<file path="config.mk">
export PLATFORM = sky130hd
export DESIGN_NAME = shift_seq
export DESIGN_NICKNAME = d
export VERILOG_FILES = /design/src/rtl/shift_pkg.sv /design/src/rtl/shift_stage.sv /design/src/rtl/shift_seq.sv
export SDC_FILE = /design/constraint.sdc
export NUM_CORES = 1
export LEC_CHECK = 0
export BUFFER_PORTS_ARGS = -buffer_cell sky130_fd_sc_hd__buf_2
export CAP_MARGIN = 20
export CORE_MARGIN = 1.5
export CORE_UTILIZATION = 30
export DETAILED_ROUTE_END_ITERATION = 8
export SLEW_MARGIN = 20
export SYNTH_ARGS = -nofsm -noshare
export SYNTH_HDL_FRONTEND = slang
export SYNTH_SLANG_ARGS = --single-unit
export TNS_END_PERCENT = 1
</file>
<file path="constraint.sdc">
create_clock -name clk -period 2.4 [get_ports clk]
set_input_delay 0 -clock clk [delete_from_list [all_inputs] [get_ports clk]]
set_output_delay 0 -clock clk [all_outputs]
set_load 0.03 [all_outputs]
</file>
<file path="src/rtl/shift_pkg.sv">
// Shared definitions for the iterative shift/rotate unit: op encodings and FSM states.
package shift_pkg;

  localparam logic [1:0] SH_ROL = 2'b00;
  localparam logic [1:0] SH_SLL = 2'b01;
  localparam logic [1:0] SH_SRA = 2'b10;
  localparam logic [1:0] SH_SRL = 2'b11;

  typedef enum logic [1:0] {
    IDLE = 2'd0,
    BUSY = 2'd1,
    DONE = 2'd2
  } shift_state_t;

  // Stage counter width; never narrower than one bit.
  function automatic int counter_width(input int shw);
    return (shw > 1) ? $clog2(shw) : 1;
  endfunction

endpackage

</file>
<file path="src/rtl/shift_stage.sv">
// Combinational by-DIST shift/rotate stage; one instance per power-of-two distance.
module shift_stage
  import shift_pkg::*;
#(
  parameter int WIDTH = 16,
  parameter int DIST  = 1
) (
  input  logic [WIDTH-1:0] d,
  input  logic [1:0]       op,
  input  logic             sign,
  output logic [WIDTH-1:0] q
);

  always_comb begin
    q = d;
    case (op)
      SH_ROL:  q = {d[WIDTH-DIST-1:0], d[WIDTH-1:WIDTH-DIST]};
      SH_SLL:  q = {d[WIDTH-DIST-1:0], {DIST{1'b0}}};
      SH_SRA:  q = {{DIST{sign}}, d[WIDTH-1:DIST]};
      SH_SRL:  q = {{DIST{1'b0}}, d[WIDTH-1:DIST]};
      default: q = d;
    endcase
  end

endmodule

</file>
<file path="src/rtl/shift_seq.sv">
// Iterative shift/rotate: applies one log2 stage per clock under valid/ready handshakes.
// Optional out_carry port and logic are built only when SHIFT_SEQ_CARRY_EN is defined.
//
// state | meaning
// IDLE  | waiting for a request, in_ready high (after reset has cleared)
// BUSY  | stepping through stages k = 0..SHW-1
// DONE  | result held on out_data with out_valid high until out_ready
module shift_seq
  import shift_pkg::*;
#(
  parameter int WIDTH = 16,
  localparam int SHW = $clog2(WIDTH)
) (
  input  logic             clk,
  input  logic             rst,
  input  logic             in_valid,
  output logic             in_ready,
  input  logic [WIDTH-1:0] in_data,
  input  logic [1:0]       in_op,
  input  logic [SHW-1:0]   in_amt,
  output logic             out_valid,
  input  logic             out_ready,
`ifdef SHIFT_SEQ_CARRY_EN
  output logic             out_carry,
`endif
  output logic [WIDTH-1:0] out_data
);

  localparam int KW = counter_width(SHW);
  localparam logic [KW-1:0] K_LAST = KW'(SHW - 1);

  shift_state_t     state, state_nx;
  logic [KW-1:0]    k;
  logic [WIDTH-1:0] res;
  logic [1:0]       op_q;
  logic [SHW-1:0]   amt_q;
  logic             sign_q;
  logic             rdy_q;
  logic             accept;
  logic [WIDTH-1:0] stage_q [SHW];
  logic [WIDTH-1:0] stage_sel;
  logic             amt_bit;

  assign accept = in_valid & rdy_q;

  for (genvar g = 0; g < SHW; g++) begin : g_stage
    shift_stage #(
      .WIDTH (WIDTH),
      .DIST  (1 << g)
    ) u_stage (
      .d    (res),
      .op   (op_q),
      .sign (sign_q),
      .q    (stage_q[g])
    );
  end

  always_comb begin
    stage_sel = res;
    amt_bit   = 1'b0;
    for (int i = 0; i < SHW; i++) begin
      if (k == KW'(i)) begin
        stage_sel = stage_q[i];
        amt_bit   = amt_q[i];
      end
    end
  end

  always_ff @(posedge clk) begin
    if (rst) state <= IDLE;
    else     state <= state_nx;
  end

  always_comb begin
    state_nx = state;
    case (state)
      IDLE:    if (accept) state_nx = BUSY;
      BUSY:    if (k == K_LAST) state_nx = DONE;
      DONE:    if (out_ready) state_nx = IDLE;
      default: state_nx = IDLE;
    endcase
  end

  always_comb begin
    in_ready  = rdy_q;
    out_valid = (state == DONE);
  end

  // Registered ready keeps in_ready low throughout reset without a path from rst.
  always_ff @(posedge clk) begin
    if (rst) rdy_q <= 1'b0;
    else     rdy_q <= (state_nx == IDLE);
  end

  always_ff @(posedge clk) begin
    if (rst) begin
      res    <= '0;
      k      <= '0;
      op_q   <= SH_ROL;
      amt_q  <= '0;
      sign_q <= 1'b0;
    end else if (accept) begin
      res    <= in_data;
      op_q   <= in_op;
      amt_q  <= in_amt;
      sign_q <= in_data[WIDTH-1];
      k      <= '0;
    end else if (state == BUSY) begin
      if (amt_bit) res <= stage_sel;
      k <= k + KW'(1);
    end
  end

  assign out_data = res;

`ifdef SHIFT_SEQ_CARRY_EN
  logic             carry_q;
  logic             carry_nx;
  logic [SHW-1:0]   amt_m1;
  logic [WIDTH-1:0] left_t;
  logic [WIDTH-1:0] right_t;

  // Last bit out is known at accept: d[WIDTH-n] for left moves, d[n-1] for right moves.
  always_comb begin
    amt_m1   = in_amt - SHW'(1);
    left_t   = in_data << amt_m1;
    right_t  = in_data >> amt_m1;
    carry_nx = 1'b0;
    if (in_amt != '0) begin
      if (in_op == SH_ROL || in_op == SH_SLL) carry_nx = left_t[WIDTH-1];
      else                                    carry_nx = right_t[0];
    end
  end

  always_ff @(posedge clk) begin
    if (rst)         carry_q <= 1'b0;
    else if (accept) carry_q <= carry_nx;
  end

  assign out_carry = carry_q;
`endif

endmodule
</file>
==> results_dict.tcl, run 1 <==
set metrics [dict create \
    rows 30 \
    power.leakage_uw 0.0009840 \
    use_met3 0.02828 \
    synth_area_leaders "dfxtp_1 26%, nand2_1 7.8%, a21oi_1 5.6%" \
    syn_area_per_cell_um2 7.820 \
    drv_slew 0 \
    critPathCaptureType "flip-flop" \
    syn_area_mm2 0.002158 \
    switching_share 0.3237 \
    cp-start-kind "flip-flop" \
    finClkSkew_ns 0.005629 \
    peakVddDrop_mv 0.2787 \
    fin_nets 355 \
    cts_resized 0 \
    place_congestion 0.9231 \
    outcome "completed" \
    finalWirelength_um 6755 \
    critical_path_required_ns 2.58 \
    area_growth_syn_to_layout_pct 23.48 \
    cts_buffer_depth 2 \
    layout_commonest_cell "nand2_1" \
    power_frac_clock 0.302 \
    synth_top_cell_by_area "dfxtp_1" \
    whs_path_depth 3 \
    met1_usage 0.2360 \
    cts.sinks 28 \
    reg2reg_depth 7 \
    wl_per_cell_um 16.08 \
    hold_viol 0 \
    synth_cell_types 52 \
    start_util 0.3142 \
    rsz0062_at_grt "false" \
    layout_min_cycle_time_ns 2.069 \
    slew_headroom 0.5231 \
    drc_errors 0 \
    cp_slowest_cell "or4_1" \
    antenna_found_initial 0 \
    powerDensity_mw_per_mm2 485.8 \
    combinationalPowerShare 0.279 \
    crit_arrival_ns 2.25 \
    synthCells 276 \
    cts_tree "yes" \
    htreeDepth 1 \
    fin_setup_tns_ns 0 \
    dp.final_hpwl_um 4619 \
    io_pins 44 \
    cts_buffers 3 \
    antenna_left 0 \
    drt-vias-per-instance 5.481 \
    finalInstanceArea_mm2 0.002665 \
    max_freq_ghz 0.4833 \
    clk_latency_ns 0.29 \
    antenna_cells 0 \
    layout-drive-gt1-share 0.2315 \
    grt_max_degree 30 \
    yosysWarningCount 0 \
    drv_cap 0 \
    port_buffers 43 \
    min_to "out_data[3]" \
    ys_seq_area_frac 0.2597 \
    synth_edf_count 0 \
    cts.reportedPaths.clkPinSlew_ns 0.11 \
    reg2reg_slack_ns 0.33 \
    ys_seq_elements 28 \
    hp-class "input port to flip-flop" \
    timing.final.crit_share 0.8622 \
    cp_top_family "simple AND/OR/NAND/NOR gates" \
    setup_viol 0 \
    p_switching_uw 419.1 \
    die_x_um 87.82 \
    p_seq_frac 0.420 \
    root_buffer "clkbuf_8" \
    grt_usage 0.1841 \
    design.core.area_mm2 0.006869 \
    path_cells "inv_1, ha_1, or4_1, o311ai_2, buf_4, a311o_1, o21ai_2" \
    async_flop_share 0 \
    utilization 0.3880 \
    grt_pass1_vias 2204 \
    die_area_mm2 0.007712 \
    max_stage_delay_ns 0.61 \
    p_int_uw 875.6 \
    synth_nets 306 \
    busiest_layer "met2" \
    worst_pin_slew_ns 0.7136 \
    dpl_cell_area_mm2 0.002464 \
    total_power_uw 1295 \
    drt_iter0_drc 250 \
    vias 2302 \
    yosysTopAreaCellShare 0.2597 \
    crit_type "flip-flop to flip-flop" \
    grt_use_met2 0.3116 \
    grt_pass1_wl_um 11160 \
    synthFlopType "dfxtp_1" \
    crit_buf_inv 2 \
    die_height_um 87.82 \
    r2r-end "out_data[7]" \
    crit_fanout 6 \
    grt_overflow 0 \
    firstDrtPassIters 4 \
    reg2reg_from "k[0]" \
    holdCritStartpoint "in_data[3]" \
    final_cell_mix "45 x nand2_1, 43 x buf_2, 28 x dfxtp_1, 24 x a21oi_1, 15 x nor2_1" \
]
==> per-stage QoR <==
step                cells  hold WS (ns)  setup slack, ns
floorplan             276       0.07738           0.5330
global placement      403        0.2401           0.4301
detailed placement    403        0.2486           0.3464
CTS                   419      0.002711           0.3299
global route          420      0.008950           0.1809
finish                420      0.004709           0.3308
==> cell usage after synthesis, types with 3 or more instances <==
cell type / n
a32oi_1: 4
a31oi_1: 12
ha_1: 4
inv_1: 6
buf_2: 9
nand3b_1: 3
nor3_1: 4
nand2_1: 45
dfxtp_1: 28
o21ai_1: 5
clkbuf_1: 10
nor2_1: 15
mux2i_1: 8
a21oi_1: 24
nand2b_1: 11
a221oi_1: 9
o21ai_0: 11
mux4_2: 5
mux2_2: 6
o32ai_1: 6
nand3_1: 8
nor2b_1: 6
==> how the worst max path moves through the flow <==
stage / from / to / slack [ns] / cells after the start
after floorplan: k[0] / out_data[7] / 0.53 / 7
after global placement: k[0] / out_data[7] / 0.43 / 7
after detailed placement: k[0] / out_data[7] / 0.35 / 7
after CTS: k[0] / out_data[7] / 0.33 / 7
after global routing: k[0] / out_data[9] / 0.18 / 6
final: k[0] / out_data[7] / 0.33 / 7
==> logic make-up after synthesis <==
logic type / Yosys count / share of synthesized area
multiplexers: 19 / 0.1206
AND/OR/NAND/NOR: 104 / 0.2348
buffers and inverters: 30 / 0.06434
AO/OA/AOI/OAI: 90 / 0.2933
XOR/XNOR: 1 / 0.004059
flip-flops: 28 / 0.2597
adder cells (fa/ha/maj): 4 / 0.02319
==> cell type report <==
class                   count  area (µm²)
clock inverters             1       30.03
fillers                   721        4204
multi-input cells         218        1459
well taps                  96       120.1
repair buffers             67       427.9
clock buffers               3       41.29
inverters                   7       26.28
flip-flops and latches     28       560.5
==> power groups by stage <==
stage	clock (µW)	sequential [µW]	combinational (µW)
finish	390	543	361
global route	424	549	396
CTS	400	543	360
detailed placement	0	554	345
global placement	0	554	341
floorplan	0	578	210
==> metal layers <==
layer | vias up | routed length [µm]
li1 | 1120 | -
met1 | 1083 | 2952
met2 | 92 | 3277
met3 | 7 | 452
met4 | 0 | 73
met5 | - | 0
==> worst register-to-register path, cell delays in order, from the launching register on <==
cell	delay, ns
dfxtp_1	0.41
inv_1	0.09
ha_1	0.33
or4_1	0.61
o311ai_2	0.12
buf_4	0.20
a311o_1	0.15
o21ai_2	0.06
==> flip-flops by register name, indices dropped and copies added, names as in the netlist <==
register and flops:
out_data 16, amt_q 4, k 2, op_q 2
state 2, in_ready 1, sign_q 1
==> what timing repair did <==
action / 4_1_cts / 5_1_grt
endpoints found under the setup margin: 0 / 0
buffers inserted: 0 / 0
hold endpoints to repair: 12 / 1
hold buffers: 12 / 1
Power figures use the tool's default switching activity.
==> run 2, diff against run 1 <==
CAP_MARGIN = unset   (was 20)
PLACE_DENSITY = 0.53   (was unset)
==> results_dict.tcl, run 2 (synthesis gave the netlist of run 1 again) <==
set metrics [dict create \
    hold_viol 0 \
    cts_buffer_depth 2 \
    dp.final_hpwl_um 4757 \
    reg2reg_slack_ns 0.33 \
    grt_pass1_vias 2189 \
    port_buffers 43 \
    fin_setup_tns_ns 0 \
    finalWirelength_um 6818 \
    power.leakage_uw 0.0009800 \
    critPathCaptureType "flip-flop" \
    root_buffer "clkbuf_8" \
    rsz0062_at_grt "false" \
    htreeDepth 1 \
    die_x_um 87.82 \
    io_pins 44 \
    fin_nets 354 \
    max_freq_ghz 0.4830 \
    layout-drive-gt1-share 0.2322 \
    area_growth_syn_to_layout_pct 23.01 \
    firstDrtPassIters 4 \
    setup_viol 0 \
    reg2reg_depth 7 \
    finalInstanceArea_mm2 0.002655 \
    layout_commonest_cell "nand2_1" \
    grt_pass1_wl_um 11200 \
    final_cell_mix "45 x nand2_1, 43 x buf_2, 28 x dfxtp_1, 24 x a21oi_1, 15 x nor2_1" \
    place_congestion 0.9017 \
    crit_type "flip-flop to flip-flop" \
    timing.final.crit_share 0.8627 \
    wl_per_cell_um 16.27 \
    peakVddDrop_mv 0.2548 \
    drt-vias-per-instance 5.442 \
    rows 30 \
    place_inst 403 \
    grt_overflow 0 \
    antenna_cells 0 \
    outcome "completed" \
    critical_path_required_ns 2.56 \
    powerDensity_mw_per_mm2 485.5 \
    layout_min_cycle_time_ns 2.070 \
    drv_slew 0 \
    post_layout_nonfiller_instances 419 \
    cts_tree "yes" \
    drt_iter0_drc 179 \
    min_to "out_data[13]" \
    drc_errors 0 \
    clk_latency_ns 0.28 \
    whs_path_depth 3 \
    design.core.area_mm2 0.006869 \
    hp-class "input port to flip-flop" \
    dpl_cell_area_mm2 0.002464 \
    grt_max_degree 30 \
    largest_reg_flops 16 \
    vias 2280 \
    start_util 0.3142 \
    crit_fanout 15 \
    grt_usage 0.1845 \
    finClkSkew_ns 0.005732 \
    post_cts_buffers 0 \
    holdCritStartpoint "in_data[13]" \
    die_area_mm2 0.007712 \
    drv_cap 0 \
    cts_resized 0 \
    cts.reportedPaths.clkPinSlew_ns 0.11 \
    crit_arrival_ns 2.23 \
    cp-start-kind "flip-flop" \
    antenna_left 0 \
    slew_headroom 0.6374 \
    cts.sinks 28 \
    reg2reg_from "k[1]" \
    utilization 0.3865 \
    cts_buffers 3 \
    r2r-end "out_data[9]" \
    worst_pin_slew_ns 0.5431 \
    antenna_found_initial 0 \
    total_power_uw 1289 \
    die_height_um 87.82 \
]
run 2: cell count changes in the layout (fill, tap and decap cells not counted), sizes merged:
cell	previous run	this run
dlygate4sd3	13	12
run 2: worst max path at each step:
stage / start / endpoint / slack [ns]
floorplan: k[0] / out_data[7] / 0.53
global placement: k[1] / out_data[9] / 0.39
detailed placement: k[1] / out_data[9] / 0.37
CTS: k[1] / out_data[9] / 0.35
global route: k[0] / out_data[7] / 0.19
finish: k[1] / out_data[9] / 0.33
run 2: final cells by class:
type,instances,area (µm²)
fill,743,4214
multi-input combinational,218,1459
sequential,28,560.5
timing repair buffer,66,417.9
tap,96,120.1
clock buffer,3,41.29
clock inverter,1,30.03
inverter,7,26.28
run 2: timing repair:
item / CTS / global route
setup endpoints to repair: 0 / 0
endpoints found under the hold margin: 12 / 0
hold buffers: 12 / 0
run 2: worst max-delay path, cell delays in order, from the launching register on:
cell      delay [ns]
dfxtp_1         0.34
inv_1           0.10
ha_1            0.18
buf_4           0.24
mux4_2          0.32
and2_0          0.16
o311ai_0        0.48
a31oi_1         0.14
run 2: per-layer routing:
layer / global-route usage / wire (µm)
met5: 0 / 0
met4: 0.03608 / 84
met3: 0.02639 / 367
met2: 0.3081 / 3289
met1: 0.2537 / 3077
run 2: stage by stage:
stage                     setup WS, ns  hold slack, ns
final                           0.3295        0.003643
after detailed placement        0.3713          0.2474
after floorplan                 0.5330         0.07738
after CTS                       0.3491        0.001417
after global routing            0.1891        0.005984
after global placement          0.3912          0.2418
run 2: power by group:
part           internal (µW)  total [µW]  leakage [µW]  switching [µW]
sequential               494         549      0.000229            54.7
clock                    224         385     0.0000357             161
combinational            156         355      0.000716             199
total                    874        1290      0.000980             415
